===== src/rtl/spi_mem_bridge.sv =====
// spi_mem_bridge: SPI mode-0 master that turns one level-handshaked core request
// into one READ/WRITE transaction on flash (cs1) or RAM (cs2), SPI clock = clk/2.
// Optional feature: define SPI_FAST_READ_EN for FAST READ (0x0B + 8 dummy bits) on reads.
module spi_mem_bridge #(
  parameter int unsigned ADDRESS_SIZE = 17
) (
  input  logic                    clk,
  input  logic                    rst_n,
  input  logic                    start_request,
  input  logic                    is_write,
  input  logic [2:0]              num_bytes,
  input  logic [ADDRESS_SIZE-1:0] target_address,
  input  logic [31:0]             write_value,
  output logic [31:0]             fetched_value,
  output logic                    request_done,
  output logic                    sclk,
  output logic                    mosi,
  output logic                    cs1,
  output logic                    cs2,
  input  logic                    miso
);

  localparam logic [2:0] StIdle   = 3'd0;
  localparam logic [2:0] StCmd    = 3'd1;
  localparam logic [2:0] StAddr   = 3'd2;
  localparam logic [2:0] StDummy  = 3'd3;
  localparam logic [2:0] StData   = 3'd4;
  localparam logic [2:0] StFinish = 3'd5;
  localparam logic [2:0] StDone   = 3'd6;

`ifdef SPI_FAST_READ_EN
  localparam logic       FastRead = 1'b1;
  localparam logic [7:0] RdOp     = 8'h0B;
`else
  localparam logic       FastRead = 1'b0;
  localparam logic [7:0] RdOp     = 8'h03;
`endif
  localparam logic [7:0] WrOp = 8'h02;

  logic [2:0]  state_q, state_d;
  logic [5:0]  bit_cnt_q, bit_cnt_d;
  logic        phase_q, phase_d;      // 0: sclk low half, 1: sclk high half
  logic [71:0] sh_q, sh_d;            // whole outgoing bit stream, MSB is on mosi
  logic        is_write_q, is_write_d;
  logic [2:0]  nbytes_q, nbytes_d;
  logic        chip_q, chip_d;        // 0 = flash/cs1, 1 = RAM/cs2
  logic [31:0] fv_q, fv_d;
  logic        done_q, done_d;
  logic        sclk_q, sclk_d;
  logic        cs1_q, cs1_d;
  logic        cs2_q, cs2_d;

  logic [2:0]  nb_clamp;
  logic [23:0] addr24;
  logic [31:0] wr_bytes;
  logic [31:0] wr_mask;
  logic [5:0]  bit_len;
  logic        cs_active;

  // Request decode, bit sequencing and next-state logic
  always_comb begin
    state_d    = state_q;
    bit_cnt_d  = bit_cnt_q;
    phase_d    = phase_q;
    sh_d       = sh_q;
    is_write_d = is_write_q;
    nbytes_d   = nbytes_q;
    chip_d     = chip_q;
    fv_d       = fv_q;
    done_d     = done_q;
    sclk_d     = sclk_q;

    nb_clamp = (num_bytes > 3'd4) ? 3'd4 : num_bytes;
    addr24   = 24'(target_address[ADDRESS_SIZE-2:0]);
    wr_bytes = {write_value[7:0], write_value[15:8], write_value[23:16], write_value[31:24]};
    // Keep only the first n bytes so mosi returns to 0 once they are sent.
    wr_mask  = ~(32'hFFFF_FFFF >> {nb_clamp, 3'b000});

    unique case (state_q)
      StCmd:   bit_len = 6'd8;
      StAddr:  bit_len = 6'd24;
      StDummy: bit_len = 6'd8;
      default: bit_len = {nbytes_q, 3'b000};
    endcase

    unique case (state_q)
      StIdle: begin
        if (start_request && !done_q) begin
          is_write_d = is_write;
          nbytes_d   = nb_clamp;
          chip_d     = target_address[ADDRESS_SIZE-1];
          fv_d       = 32'h0;
          phase_d    = 1'b0;
          bit_cnt_d  = 6'd0;
          sclk_d     = 1'b0;
          if (nb_clamp == 3'd0) begin
            state_d = StFinish;
          end else begin
            state_d = StCmd;
            sh_d    = is_write ? {WrOp, addr24, wr_bytes & wr_mask, 8'h00}
                               : {RdOp, addr24, 40'h0};
          end
        end
      end
      StCmd, StAddr, StDummy, StData: begin
        if (state_q == StData && !phase_q && bit_cnt_q == bit_len) begin
          // Last bit's low half has elapsed: release the bus.
          state_d = StFinish;
        end else if (!phase_q) begin
          sclk_d  = 1'b1;
          phase_d = 1'b1;
        end else begin
          sclk_d  = 1'b0;
          phase_d = 1'b0;
          sh_d    = {sh_q[70:0], 1'b0};
          if (state_q == StData && !is_write_q) begin
            fv_d = {fv_q[30:0], miso};
          end
          if (state_q != StData && bit_cnt_q == bit_len - 6'd1) begin
            bit_cnt_d = 6'd0;
            unique case (state_q)
              StCmd:   state_d = StAddr;
              StAddr:  state_d = (FastRead && !is_write_q) ? StDummy : StData;
              default: state_d = StData;
            endcase
          end else begin
            bit_cnt_d = bit_cnt_q + 6'd1;
          end
        end
      end
      StFinish: begin
        state_d = StDone;
        done_d  = 1'b1;
      end
      StDone: begin
        if (!start_request) begin
          state_d = StIdle;
          done_d  = 1'b0;
        end
      end
      default: state_d = StIdle;
    endcase

    cs_active = (state_d == StCmd) || (state_d == StAddr) ||
                (state_d == StDummy) || (state_d == StData);
    cs1_d     = ~(cs_active & ~chip_d);
    cs2_d     = ~(cs_active & chip_d);
  end

  // State and registered outputs, synchronous active-low reset
  always_ff @(posedge clk) begin
    if (!rst_n) begin
      state_q    <= StIdle;
      bit_cnt_q  <= 6'd0;
      phase_q    <= 1'b0;
      sh_q       <= 72'h0;
      is_write_q <= 1'b0;
      nbytes_q   <= 3'd0;
      chip_q     <= 1'b0;
      fv_q       <= 32'h0;
      done_q     <= 1'b0;
      sclk_q     <= 1'b0;
      cs1_q      <= 1'b1;
      cs2_q      <= 1'b1;
    end else begin
      state_q    <= state_d;
      bit_cnt_q  <= bit_cnt_d;
      phase_q    <= phase_d;
      sh_q       <= sh_d;
      is_write_q <= is_write_d;
      nbytes_q   <= nbytes_d;
      chip_q     <= chip_d;
      fv_q       <= fv_d;
      done_q     <= done_d;
      sclk_q     <= sclk_d;
      cs1_q      <= cs1_d;
      cs2_q      <= cs2_d;
    end
  end

  assign fetched_value = fv_q;
  assign request_done  = done_q;
  assign sclk          = sclk_q;
  assign mosi          = sh_q[71];
  assign cs1           = cs1_q;
  assign cs2           = cs2_q;

endmodule

===== config.mk =====
export PLATFORM = sky130hd
export DESIGN_NAME = spi_mem_bridge
export DESIGN_NICKNAME = d
export VERILOG_FILES = /design/src/rtl/spi_mem_bridge.sv
export SDC_FILE = /design/constraint.sdc
export NUM_CORES = 1
export LEC_CHECK = 0
export BUFFER_PORTS_ARGS = -buffer_cell sky130_fd_sc_hd__buf_2
export CORE_MARGIN = 1
export CORE_UTILIZATION = 57
export CTS_BUF_LIST = sky130_fd_sc_hd__clkbuf_8
export DETAILED_ROUTE_END_ITERATION = 16
export PLACE_DENSITY = 0.8
export SYNTH_ARGS = -nofsm -noshare
export SYNTH_HDL_FRONTEND = slang
export SYNTH_SLANG_ARGS = --single-unit
export TNS_END_PERCENT = 10

===== constraint.sdc =====
create_clock -name clk -period 3.6 [get_ports clk]
set_clock_uncertainty 0.05 [all_clocks]
set_input_delay 0.72 -clock clk [delete_from_list [all_inputs] [get_ports clk]]
set_output_delay 0.72 -clock clk [all_outputs]
set_load 0.02 [all_outputs]

==> run_results.csv <==
group,metric,value,unit
status,status,"finished, final reports clean",
die,die_area,9161,um2
layout,final_util,0.7055,
synthesis,synth_seq_area_share,0.4559,
clock_network,clockBufferDepth,2,
worst_setup_path,regToRegEndpoint,"state_q[2]",
synthesis,ys_ff_latch,114,
die,die_height,95.72,um
power,power,0.003245,W
timing,period_minus_slack,2.881,ns
clock_network,postCtsSetupBuffers,0,
worst_setup_path,rr_worst_depth,8,
route,ant_nets,0,
worst_setup_path,startpoint_type,"flip-flop",
timing,maxSlewHeadroom,0.4614,
synthesis,yosys_warnings,0,
global_routing,track_usage,0.2609,
clock_network,clock-root-buffer,"clkbuf_8",
global_routing,antenna_found_initial,0,
clock_network,cts_buffers,17,
synthesis,synth_top_cell_area_share,0.4559,
layout,nFillCells,690,
worst_setup_path,worstPathRequired,3.91,ns
route,routed-via-count,4693,
worst_setup_path,cp_max_fo,15,
global_routing,grt_pass1_vias,4157,
route,via_per_inst,5.874,
global_routing,grt_max_degree,96,
synthesis,synth_edf_count,0,
timing,rsz0062_at_grt,"no",
timing,max_freq,347.0,MHz
synthesis,synth_flop_cell,"dfxtp_1",
timing,setup_tns,0,ns
worst_setup_path,crit_end,"state_q[2]",
worst_setup_path,arrival,3.19,ns
synthesis,synth_cell_types,47,
synthesis,syn-num-nets,675,
timing,setup_violations,0,
placed_design,dpl.cell_count,767,
power,swShare,0.2969,
synthesis,yosysMostFrequentCell,"dfxtp_1",
placed_design,portBuffers,93,
clock_network,cts_htree_levels,4,
layout,fin_cells,799,
synthesis,synth_common_cells,"dfxtp_1 (114), nand2_1 (81), nand3_1 (64)",
clock_network,cts.sinks,114,
power,p_comb_frac,0.179,
route,drtIter0Drc,299,
placed_design,dp_hpwl,7299,um
timing,tightest_slew,0.8012,ns
synthesis,syn_area,5006,um2
global_routing,grt_pass1_wl,18830,um
worst_setup_path,crit_path_end_kind,"flip-flop",
die,initial_utilization,0.6002,
clock_network,clkTransAtPathRegs,0.07,ns
die,rows,33,
min_path,hp-class,"reg2reg",
synthesis,syn_area_per_cell,8.140,um2
worst_setup_path,worstReg2RegStart,"state_q[1]",
layout,layout.nets,741,
route,post_drt_wl_per_cell,14.45,um
clock_network,clk_latency,0.41,ns
worst_setup_path,worst-r2r-setup-slack,0.72,ns
die,die_w,95.72,um
layout,drive_above_1_share,0.2104,
power,clock_power_share,0.384,
die,ios,94,
worst_setup_path,crit_path_start,"state_q[1]",
synthesis,yosysTopAreaCell,"dfxtp_1",
layout,syn2layout_area_growth,17.55,%
global_routing,overflow,0,
timing,hold_violations,0,
synthesis,ys_top_cells_by_area,"dfxtp_1 (46%), nand3_1 (6.4%), a21oi_1 (6.3%), nand2_1 (6.1%), a311oi_1 (5.4%)",
power,p_leak,2.226,nW
synthesis,synth-async-reset-ratio,0,
synthesis,netlist_instances,615,
route,drc,0,
worst_setup_path,critPathSlowestCell,"dfxtp_1",
route,drt_wl_total,11550,um
route,dr.pass1.iters,5,
worst_setup_path,cpPeakStageDelay,0.67,ns
min_path,min_from,"sh_q[62]",
layout,antenna-diode-count,0,
power,p_int,0.002282,W
power,switchingPower,0.0009635,W
die,fp.coreArea,8341,um2
timing,maxSlewViolCount,0,
clock_network,ctsResizeCount,0,
clock_network,ctsHoldBuffers,0,
power,power_frac_seq,0.437,
job,max_cap_violations,0,
timing,fin_crit_sh,0.8004,
clock_network,cts_tree,"yes",
placed_design,gp_congestion,0.8974,
worst_setup_path,path_cells,"o21ba_2 > nor2_1 > ha_1 > xnor2_1 > a2111oi_0 > o2111ai_1 > nor3b_1 > o31a_1",
power,p_per_area,551.5,nW/um2
worst_setup_path,crit_type,"reg2reg",
power,ir_drop,0.2981,mV
## power by group through the flow
stage	sequential, W	clock, W	combinational, W
floorplan	0.00143	0	0.000453
CTS	0.00142	0.00126	0.000580
detailed placement	0.00144	0	0.000577
global placement	0.00144	0	0.000559
global route	0.00143	0.00133	0.000647
finish	0.00142	0.00125	0.000581
## cells by family (layout without fill, tap and decap cells)
logic type	after synthesis	in the layout	synth area share
simple gates	292	292	0.2822
compound gates	143	143	0.1962
flops	114	114	0.4559
buf+inv	58	137	0.04899
fa+ha+maj	3	3	0.007499
xor+xnor	3	3	0.005250
mux	2	2	0.003999
## sequential cells by signal, indices dropped and copies added, names as in the netlist, 3 cells and up
signal         cells
fetched_value     32
bit_cnt_q          6
nbytes_q           3
sh_q              64
state_q            3
## metal layers
layer,track usage,up-vias,share of wire
li1,-,2331,-
met1,0.3305,2210,0.44
met2,0.4292,137,0.48
met3,0.06477,15,0.059
met4,0.09826,0,0.015
met5,0,-,0
## layout make-up
cell class,instances,area [um2],area share
inverters,5,20.02,0.003402
flip-flops and latches,114,2282,0.3878
repair buffers,100,543.0,0.09228
clock inverters,13,157.7,0.02679
multi-input cells,443,2489,0.4229
well taps,105,131.4,0.02233
clock buffers,19,261.5,0.04444
## how the worst min path moves through the flow
| stage | endpoint | slack, ns | cells after the start |
|---|---|---|---|
| 6_report | sh_q[62] | 0.40 | 2 |
| 5_1_grt | sh_q[64] | 0.43 | 2 |
| 4_1_cts | sh_q[66] | 0.41 | 2 |
| 3_5_place_dp | sh_q[60] | 0.40 | 2 |
| 3_3_place_gp | sh_q[57] | 0.39 | 2 |
| 2_1_floorplan | sh_q[63] | 0.38 | 2 |
## worst max-delay path: cells and delay by family (launching register included)
kind            cells  cell delay, ns
simple gates        2            0.33
compound gates      4            1.31
fa+ha+maj           1            0.32
xor+xnor            1            0.15
flops               1            0.67
## stage by stage
step           cell area, um2  hold WS (ns)  setup slack (ns)
2_1_floorplan            5006        0.3820             1.081
3_3_place_gp             5465        0.3889            0.9998
3_5_place_dp             5465        0.3964            0.7865
4_1_cts                  5884        0.4052            0.7499
5_1_grt                  5884        0.4286            0.4875
6_report                 5884        0.4021            0.7186
## cells in the final DEF (no fill, tap or decap), types with 3 or more instances in the layout
| cell type | count |
|---|---|
| nand2_1 | 80 |
| nor3_1 | 20 |
| nand3_1 | 64 |
| a311oi_1 | 31 |
| clkbuf_8 | 19 |
| nor2_1 | 59 |
| a2111oi_0 | 3 |
| nand4_1 | 8 |
| a221oi_1 | 16 |
| nor2b_1 | 3 |
| nand2b_1 | 35 |
| inv_1 | 5 |
| a31oi_1 | 3 |
| dfxtp_1 | 114 |
| ha_1 | 3 |
| clkinv_2 | 4 |
| a21oi_1 | 63 |
| clkinvlp_4 | 3 |
| and3_1 | 7 |
| o21ai_0 | 13 |
| buf_2 | 93 |
| buf_4 | 5 |
| or2_2 | 3 |
| bufinv_16 | 3 |
Note: power is estimated with default switching activity, not from simulation.
